## src/rtl/prio_arb_pkg.sv

```systemverilog
// Shared types and defaults for the round-robin / fixed priority arbiter.
// Holds the controller state enum and a one-hot to index helper.
package prio_arb_pkg;

    localparam int N_REQ_DEF    = 4;
    localparam int IDX_W_DEF    = $clog2(N_REQ_DEF);
    localparam int MAX_HOLD_DEF = 8;

    typedef enum logic {
        IDLE  = 1'b0,
        GRANT = 1'b1
    } arb_state_e;

    // Index of the highest set bit; 0 for an all-zero vector.
    function automatic int onehot_to_idx(input logic [31:0] v);
        onehot_to_idx = 0;
        for (int i = 0; i < 32; i++) begin
            if (v[i]) onehot_to_idx = i;
        end
    endfunction

endpackage

```

## src/rtl/rr_mask_encoder.sv

```systemverilog
// Combinational pick: highest-index-first search starting just below 'last'
// (round-robin) or just below index 0, i.e. from the top (fixed priority).
module rr_mask_encoder
    import prio_arb_pkg::*;
#(
    parameter int N_REQ = N_REQ_DEF,
    parameter int IDX_W = $clog2(N_REQ)
) (
    input  logic [N_REQ-1:0] req,
    input  logic [IDX_W-1:0] last,
    input  logic             mode,
    output logic             any,
    output logic [IDX_W-1:0] win_idx
);

    logic [IDX_W-1:0] base;

    // Fixed priority is round-robin with the pointer pinned at 0, so the
    // first candidate is N_REQ-1 via modulo wrap of the IDX_W-bit subtract.
    assign base = mode ? last : '0;

    always_comb begin
        logic [IDX_W-1:0] idx;
        idx     = '0;
        any     = 1'b0;
        win_idx = '0;
        for (int k = 1; k <= N_REQ; k++) begin
            idx = base - IDX_W'(k);
            if (!any && req[idx]) begin
                any     = 1'b1;
                win_idx = idx;
            end
        end
    end

endmodule

```

## src/rtl/rr_priority_arbiter.sv

```systemverilog
// Ownership controller: registers a one-hot grant from the encoder's pick,
// holds it while the owner requests, and preempts after MAX_HOLD cycles.
module rr_priority_arbiter
    import prio_arb_pkg::*;
#(
    parameter int N_REQ    = N_REQ_DEF,
    parameter int IDX_W    = $clog2(N_REQ),
    parameter int MAX_HOLD = MAX_HOLD_DEF
) (
    input  logic             clk,
    input  logic             rst,
    input  logic [N_REQ-1:0] req,
    input  logic             mode,
    output logic [N_REQ-1:0] gnt,
    output logic             gnt_valid,
    output logic [IDX_W-1:0] gnt_pos,
    output logic             preempt
);

    localparam int               HOLD_W    = $clog2(MAX_HOLD + 1);
    localparam logic [HOLD_W-1:0] HOLD_LAST = HOLD_W'(MAX_HOLD - 1);

    // Handshake: requester i raises req[i] and keeps it high while it wants or
    // uses the resource; gnt[i] high means it owns the resource this cycle;
    // dropping req[i] releases it, and ownership may also be withdrawn by a
    // preemption, after which the requester must rearbitrate from IDLE.
    arb_state_e       state, state_n;
    logic [N_REQ-1:0] gnt_n;
    logic             gnt_valid_n;
    logic [IDX_W-1:0] gnt_pos_n;
    logic             preempt_n;
    logic [HOLD_W-1:0] hold_cnt, hold_cnt_n;
    logic [IDX_W-1:0] last, last_n;

    logic             any;
    logic [IDX_W-1:0] win_idx;
    logic [IDX_W-1:0] owner;
    logic             others_req;

    rr_mask_encoder #(
        .N_REQ (N_REQ),
        .IDX_W (IDX_W)
    ) u_enc (
        .req     (req),
        .last    (last),
        .mode    (mode),
        .any     (any),
        .win_idx (win_idx)
    );

    assign owner      = IDX_W'(onehot_to_idx(32'(gnt)));
    assign others_req = |(req & ~gnt);

    always_comb begin
        state_n     = state;
        gnt_n       = gnt;
        gnt_valid_n = gnt_valid;
        gnt_pos_n   = gnt_pos;
        preempt_n   = 1'b0;
        hold_cnt_n  = hold_cnt;
        last_n      = last;
        case (state)
            IDLE: begin
                if (any) begin
                    state_n          = GRANT;
                    gnt_n            = '0;
                    gnt_n[win_idx]   = 1'b1;
                    gnt_valid_n      = 1'b1;
                    gnt_pos_n        = win_idx;
                    last_n           = win_idx;
                    hold_cnt_n       = '0;
                end
            end
            GRANT: begin
                if (!req[owner]) begin
                    state_n     = IDLE;
                    gnt_n       = '0;
                    gnt_valid_n = 1'b0;
                    gnt_pos_n   = '0;
                    hold_cnt_n  = '0;
                end else if (hold_cnt == HOLD_LAST && others_req) begin
                    state_n     = IDLE;
                    gnt_n       = '0;
                    gnt_valid_n = 1'b0;
                    gnt_pos_n   = '0;
                    hold_cnt_n  = '0;
                    preempt_n   = 1'b1;
                end else if (hold_cnt != HOLD_LAST) begin
                    hold_cnt_n = hold_cnt + 1'b1;
                end
            end
            default: state_n = IDLE;
        endcase
    end

    always_ff @(posedge clk) begin
        if (rst) begin
            state     <= IDLE;
            gnt       <= '0;
            gnt_valid <= 1'b0;
            gnt_pos   <= '0;
            preempt   <= 1'b0;
            hold_cnt  <= '0;
            last      <= '0;
        end else begin
            state     <= state_n;
            gnt       <= gnt_n;
            gnt_valid <= gnt_valid_n;
            gnt_pos   <= gnt_pos_n;
            preempt   <= preempt_n;
            hold_cnt  <= hold_cnt_n;
            last      <= last_n;
        end
    end

endmodule

```

## config.mk

```make
export PLATFORM = sky130hd
export DESIGN_NAME = rr_priority_arbiter
export DESIGN_NICKNAME = d
export VERILOG_FILES = /design/src/rtl/prio_arb_pkg.sv /design/src/rtl/rr_mask_encoder.sv /design/src/rtl/rr_priority_arbiter.sv
export SDC_FILE = /design/constraint.sdc
export NUM_CORES = 1
export LEC_CHECK = 0
export CORE_ASPECT_RATIO = 0.75
export CORE_MARGIN = 1
export CORE_UTILIZATION = 55
export CTS_BUF_LIST = sky130_fd_sc_hd__clkbuf_8
export CTS_CLUSTER_DIAMETER = 60
export CTS_CLUSTER_SIZE = 24
export DETAILED_ROUTE_END_ITERATION = 7
export GPL_ROUTABILITY_DRIVEN = 0
export PLACE_DENSITY_LB_ADDON = 0.12
export RECOVER_POWER = 50
export SYNTH_ARGS = -nofsm -noshare
export SYNTH_HDL_FRONTEND = slang
export SYNTH_HIERARCHICAL = 1
export SYNTH_SLANG_ARGS = --single-unit
export TNS_END_PERCENT = 1
```

## constraint.sdc

```tcl
create_clock -name clk -period 2.8 [get_ports clk]
set_clock_uncertainty 0.2 [all_clocks]
set_input_delay 0.42 -clock clk [delete_from_list [all_inputs] [get_ports clk]]
set_output_delay 0.42 -clock clk [all_outputs]
set_load 0.05 [all_outputs]
```

==> results of run 1 <==
==> cell families after synthesis <==
kind of cell               Yosys count
and+or+nand+nor                     54
AOI/OAI and AO/OA                   28
adders and majority gates            1
muxes                                7
DFF                                 15
buffers and inverters                7
==> routing by layer <==
layer  wire [um]  part of all wire, %  up-vias
met3         135                  5.6        3
met2        1100                   46       29
li1            -                    -      461
met5           0                    0        -
met4           9                 0.37        0
met1        1160                   48      454
==> worst max-delay path, cell delays in order <==
cell and delay [ns]:
dlygate4sd3_1 0.62, and2b_1 0.23, a21oi_1 0.06, or4_4 0.41
o211ai_2 0.09, or4b_2 0.61, mux2i_1 0.18
==> area by class of cell <==
cell class              count  share of cell area (%)
clock buffers               3                    3.44
clock inverters             1                   0.418
inverters                   3                   0.939
multi-input cells          90                    52.5
flip-flops and latches     15                    25.1
well taps                  21                    2.19
repair buffers             20                    15.4
==> through the flow <==
step,setup TNS [ns],cell area [um2]
4_1_cts,0,1210
3_5_place_dp,-0.0272,1160
2_1_floorplan,0,976
6_report,0,1200
5_1_grt,0,1200
3_3_place_gp,0,1160
==> where the power goes <==
group	internal, uW	leakage (uW)	switching [uW]
Sequential	231	0.000123	24.1
Combinational	77.6	0.000320	118
Clock	98.5	0.0000255	76.3
Total	407	0.000469	219
==> flip-flops by register name (all words and copies together) (netlist names) <==
name / count
gnt: 4
gnt_pos: 2
gnt_valid: 1
hold_cnt: 4
last: 2
preempt: 1
state: 1
==> synthesized netlist by cell type, types with 2 or more instances <==
cell      count  area, um2
nand2_1      19       71.3
dfxtp_1      15        300
nor2b_1       8       50.1
mux2i_1       7       70.1
nor2_1        6       22.5
a21oi_1       5       25.0
nand3_1       4       20.0
o21ai_0       4       20.0
o22ai_1       4       25.0
inv_1         3       11.3
nand2b_1      3       18.8
clkbuf_1      2       7.51
nand4b_1      2       17.5
nor4_1        2       12.5
==> how the worst max path moves through the flow <==
stage | from | endpoint | slack, ns | cells past startpoint
after floorplan | req[1] | gnt[1] | 0.64 | 6
after global placement | mode | gnt[1] | 0.07 | 7
after detailed placement | mode | gnt[1] | -0.03 | 7
after CTS | mode | gnt[1] | 0.21 | 7
after global routing | req[3] | gnt[1] | 0.1 | 7
final | req[3] | gnt[1] | 0.15 | 7
==> results.cfg, run 1 <==
[worst_setup_path]
reg2regPathDepth = 6
cp.arrival_ns = 2.62
r2r_end = gnt[1]
timing.rr.start = last[1]
cp-end-kind = flip-flop
path_class = in -> reg
critPathRequiredTime_ns = 2.77
reg2reg_slack_ns = 0.43
worstPathMaxFanout = 7
startpoint_type = input pin

[yosys]
synthMuxAreaShare_pct = 7.18
synth_edf_count = 0
syn_inst = 112
ys_async_sr_fraction_pct = 0
yosysWarnings = 6
yosys.area_share.simple_pct = 30.3
yosysSeqAreaShare_pct = 30.8
ys.flop_type = dfxtp_1
synthAdderAreaFrac_pct = 1.28
ys_types = 42
synth_nets = 120
netlist_area_um2 = 976
ys_seq_elements = 15
avgSynthCellArea_um2 = 8.71
synth_compound_area_share_pct = 26.7
synth_xor_xnor_area_share_pct = 0
synth_top_family_by_area = simple AND/OR/NAND/NOR gates

[placement]
dp_worst_setup_slack_ns = -0.0272
dp.cells = 149
io_buffers = 14
place_hpwl_mm = 1.76

[finish]
n_antenna_cell = 0
fin_nets = 141
final_cells = 153
final_core_util_pct = 76.8
multi_input_area_um2 = 629
drive_gt1_share_pct = 15.9
final_common_cell = nand2_1
fill_cells = 121
mostFrequentLayoutCells = 19 x nand2_1, 15 x dfxtp_1, 9 x dlygate4sd3_1, 8 x nor2b_1, 7 x mux2i_1
areaGrowthSynthToFinish_pct = 22.8
register_area_um2 = 300

[global_routing]
use_met1_pct = 37.7
grt_remaining_overflow = 0
grt.met2_usage_pct = 44.3
grt_start_max_net_pins = 15
met3_usage_pct = 5.95
grt_use_total_pct = 27.6
grt_pass1_vias = 824
grt.busiest_layer = met2
antenna_found_initial = 0
grt_first_pass_wirelength_mm = 3.88

[sta]
drv_slew = 0
fin_hold_ws_ns = 0.273
setup_viol = 0
fmax_ghz = 0.378
post-route-period-util_pct = 94.5
rsz0062_at_grt = no
setup_slack_ns = 0.154
slew_headroom_pct = 61.6
hold_viol = 0
min_period_ns = 2.65
tightest_slew_ns = 0.576

[clock_tree]
cts_resized = 0
cts_buffers = 3
clock_latency_ns = 0.25
h-tree-depth = 1
cts_buffer_depth = 2
path_clk_slew_ns = 0.06
tritoncts = built
cts_hold_buf = 0
clkSinkCount = 15
postCtsSetupRepairBufs = 0
cts-root-buf = clkbuf_8

[hold_path]
hp-start = gnt_pos[0]
min_path_type = reg -> reg
min_to = gnt_pos[0]
hold_depth = 2

[routing]
vias = 947
wl_mm = 2.41
antenna_left = 0
drt_iter0_drc = 31
drc = 0
wl_per_cell_um = 15.7
firstDrtPassIters = 4
routed_via_density = 6.19

[die]
start_util_pct = 62.5
die-area_um2 = 1950
io_pins = 15
fp-row-count = 12
die_h_um = 38.5
die_w_um = 50.6
core_region_area_um2 = 1560

[pwr]
p_per_area_nw_per_um2 = 522
ir_drop_mv = 0.459
p_leak_uw = 0.000469
power_uw = 626

[run]
maxCapViolations = 0

[outcome]
outcome = complete, no violations
Power figures use the tool's default switching activity.
==> run 2, diff against run 1 <==
- REMOVE_ABC_BUFFERS: unset -> 1
==> run 2 against run 1 <==
  * Setup slack improved by 0.012 ns
  * Global-route usage rose by 2.4 points
  * Largest power group unchanged
  * Total power fell by 0.52%
  * Critical endpoint unchanged
  * Fmax rose by 0.45%
  * Wire length fell by 0.37%
  * Highest routed layer unchanged
  * Sequential power barely moved
  * Flip-flop and latch count did not move
==> results.cfg, run 2 (synthesis gave the netlist of run 1 again) <==
[outcome]
outcome = complete, no violations

[clock_tree]
clkSinkCount = 15
cts_hold_buf = 0
cts_buffer_depth = 2
h-tree-depth = 1
clock_latency_ns = 0.24
path_clk_slew_ns = 0.06
cts-root-buf = clkbuf_8
postCtsSetupRepairBufs = 0
cts_resized = 0
tritoncts = built
cts_buffers = 3

[finish]
mostFrequentLayoutCells = 19 x nand2_1, 15 x dfxtp_1, 8 x nor2b_1, 8 x dlygate4sd3_1, 7 x mux2i_1
fill_cells = 123
multi_input_area_um2 = 631
final_cell_area_um2 = 1200
fin_nets = 141
n_antenna_cell = 0
final_core_util_pct = 76.6
drive_gt1_share_pct = 14.4
top_regs = gnt (4), hold_cnt (4)
final_common_cell = nand2_1
areaGrowthSynthToFinish_pct = 22.6
register_area_um2 = 300

[routing]
firstDrtPassIters = 4
wl_per_cell_um = 15.7
drt_iter0_drc = 37
dr_wl_met3_um = 178
routed_via_density = 6.29
drt-met1-wl_mm = 1.12
met2_length_mm = 1.09
drc = 0
wl_mm = 2.40
vias = 963
maxUsedRoutingLayer = met4
antenna_left = 0

[hold_path]
hold_depth = 2
min_path_type = reg -> reg

[sta]
setup_viol = 0
tightest_slew_ns = 0.507
drv_slew = 0
fmax_ghz = 0.380
min_period_ns = 2.63
rsz0062_at_grt = no
post-route-period-util_pct = 94.1
hold_viol = 0
slew_headroom_pct = 66.1

[pwr]
p_per_area_nw_per_um2 = 521
p_leak_uw = 0.000464
power_uw = 623
ir_drop_mv = 0.499

[placement]
placed_cell_area_um2 = 1160
io_buffers = 14
place_hpwl_mm = 1.86

[global_routing]
antenna_found_initial = 0
grt_use_total_pct = 30.0
grt_first_pass_wirelength_mm = 4.17
grt_start_max_net_pins = 15
grt_pass1_vias = 869
grt_remaining_overflow = 0

[die]
start_util_pct = 62.5
die_h_um = 38.5
die_w_um = 50.6
core_region_area_um2 = 1560
io_pins = 15
fp-row-count = 12
die-area_um2 = 1950

[worst_setup_path]
cp-end-kind = flip-flop
startpoint_type = input pin
reg2regPathDepth = 6
cp.arrival_ns = 2.61
worstPathMaxFanout = 7
critPathRequiredTime_ns = 2.77
path_class = in -> reg

[run]
maxCapViolations = 0
-- run 2: worst max-delay path, cell delays in order --
cell and delay [ns]:
dlygate4sd3_1 0.64, and4b_1 0.22, a21oi_1 0.04, or4_4 0.41
o211ai_2 0.09, or4b_2 0.62, mux2i_1 0.16
-- run 2: worst paths after layout --
kind	slack (ns)	end	startpoint
min	0.28	gnt_pos[1]	gnt_pos[1]
max reg2reg	0.45	gnt[1]	last[0]
max	0.17	gnt[1]	req[3]
min reg2reg	0.28	gnt_pos[1]	gnt_pos[1]
-- run 2: cell type report --
class | count | area share, %
Clock inverter | 1 | 0.418
Multi-Input combinational cell | 90 | 52.7
Sequential cell | 15 | 25.1
Inverter | 3 | 0.941
Clock buffer | 3 | 3.45
Tap cell | 21 | 2.20
Timing Repair Buffer | 20 | 15.2
-- run 2: per-layer routing --
layer / vias to the layer above / GRT usage [%]
li1: 464 / -
met1: 446 / 39.2
met2: 51 / 52.0
met4: 0 / 2.08
met3: 2 / 8.33
met5: - / 0
-- run 2: metrics by stage --
stage	hold WS [ns]	setup TNS, ns	std cells	setup slack, ns
after detailed placement	0.264	-0.0487	149	-0.0487
final	0.279	0	153	0.166
after global routing	0.309	0	153	0.0392
after global placement	0.259	0	149	0.0687
after CTS	0.282	0	153	0.209
after floorplan	0.265	0	108	0.639
-- run 2: report_power, final --
part	internal [uW]	total, uW	switching (uW)	leakage (uW)
clock	98.4	170	71.6	0.0000255
sequential	231	255	23.8	0.000123
combinational	79.0	198	119	0.000315
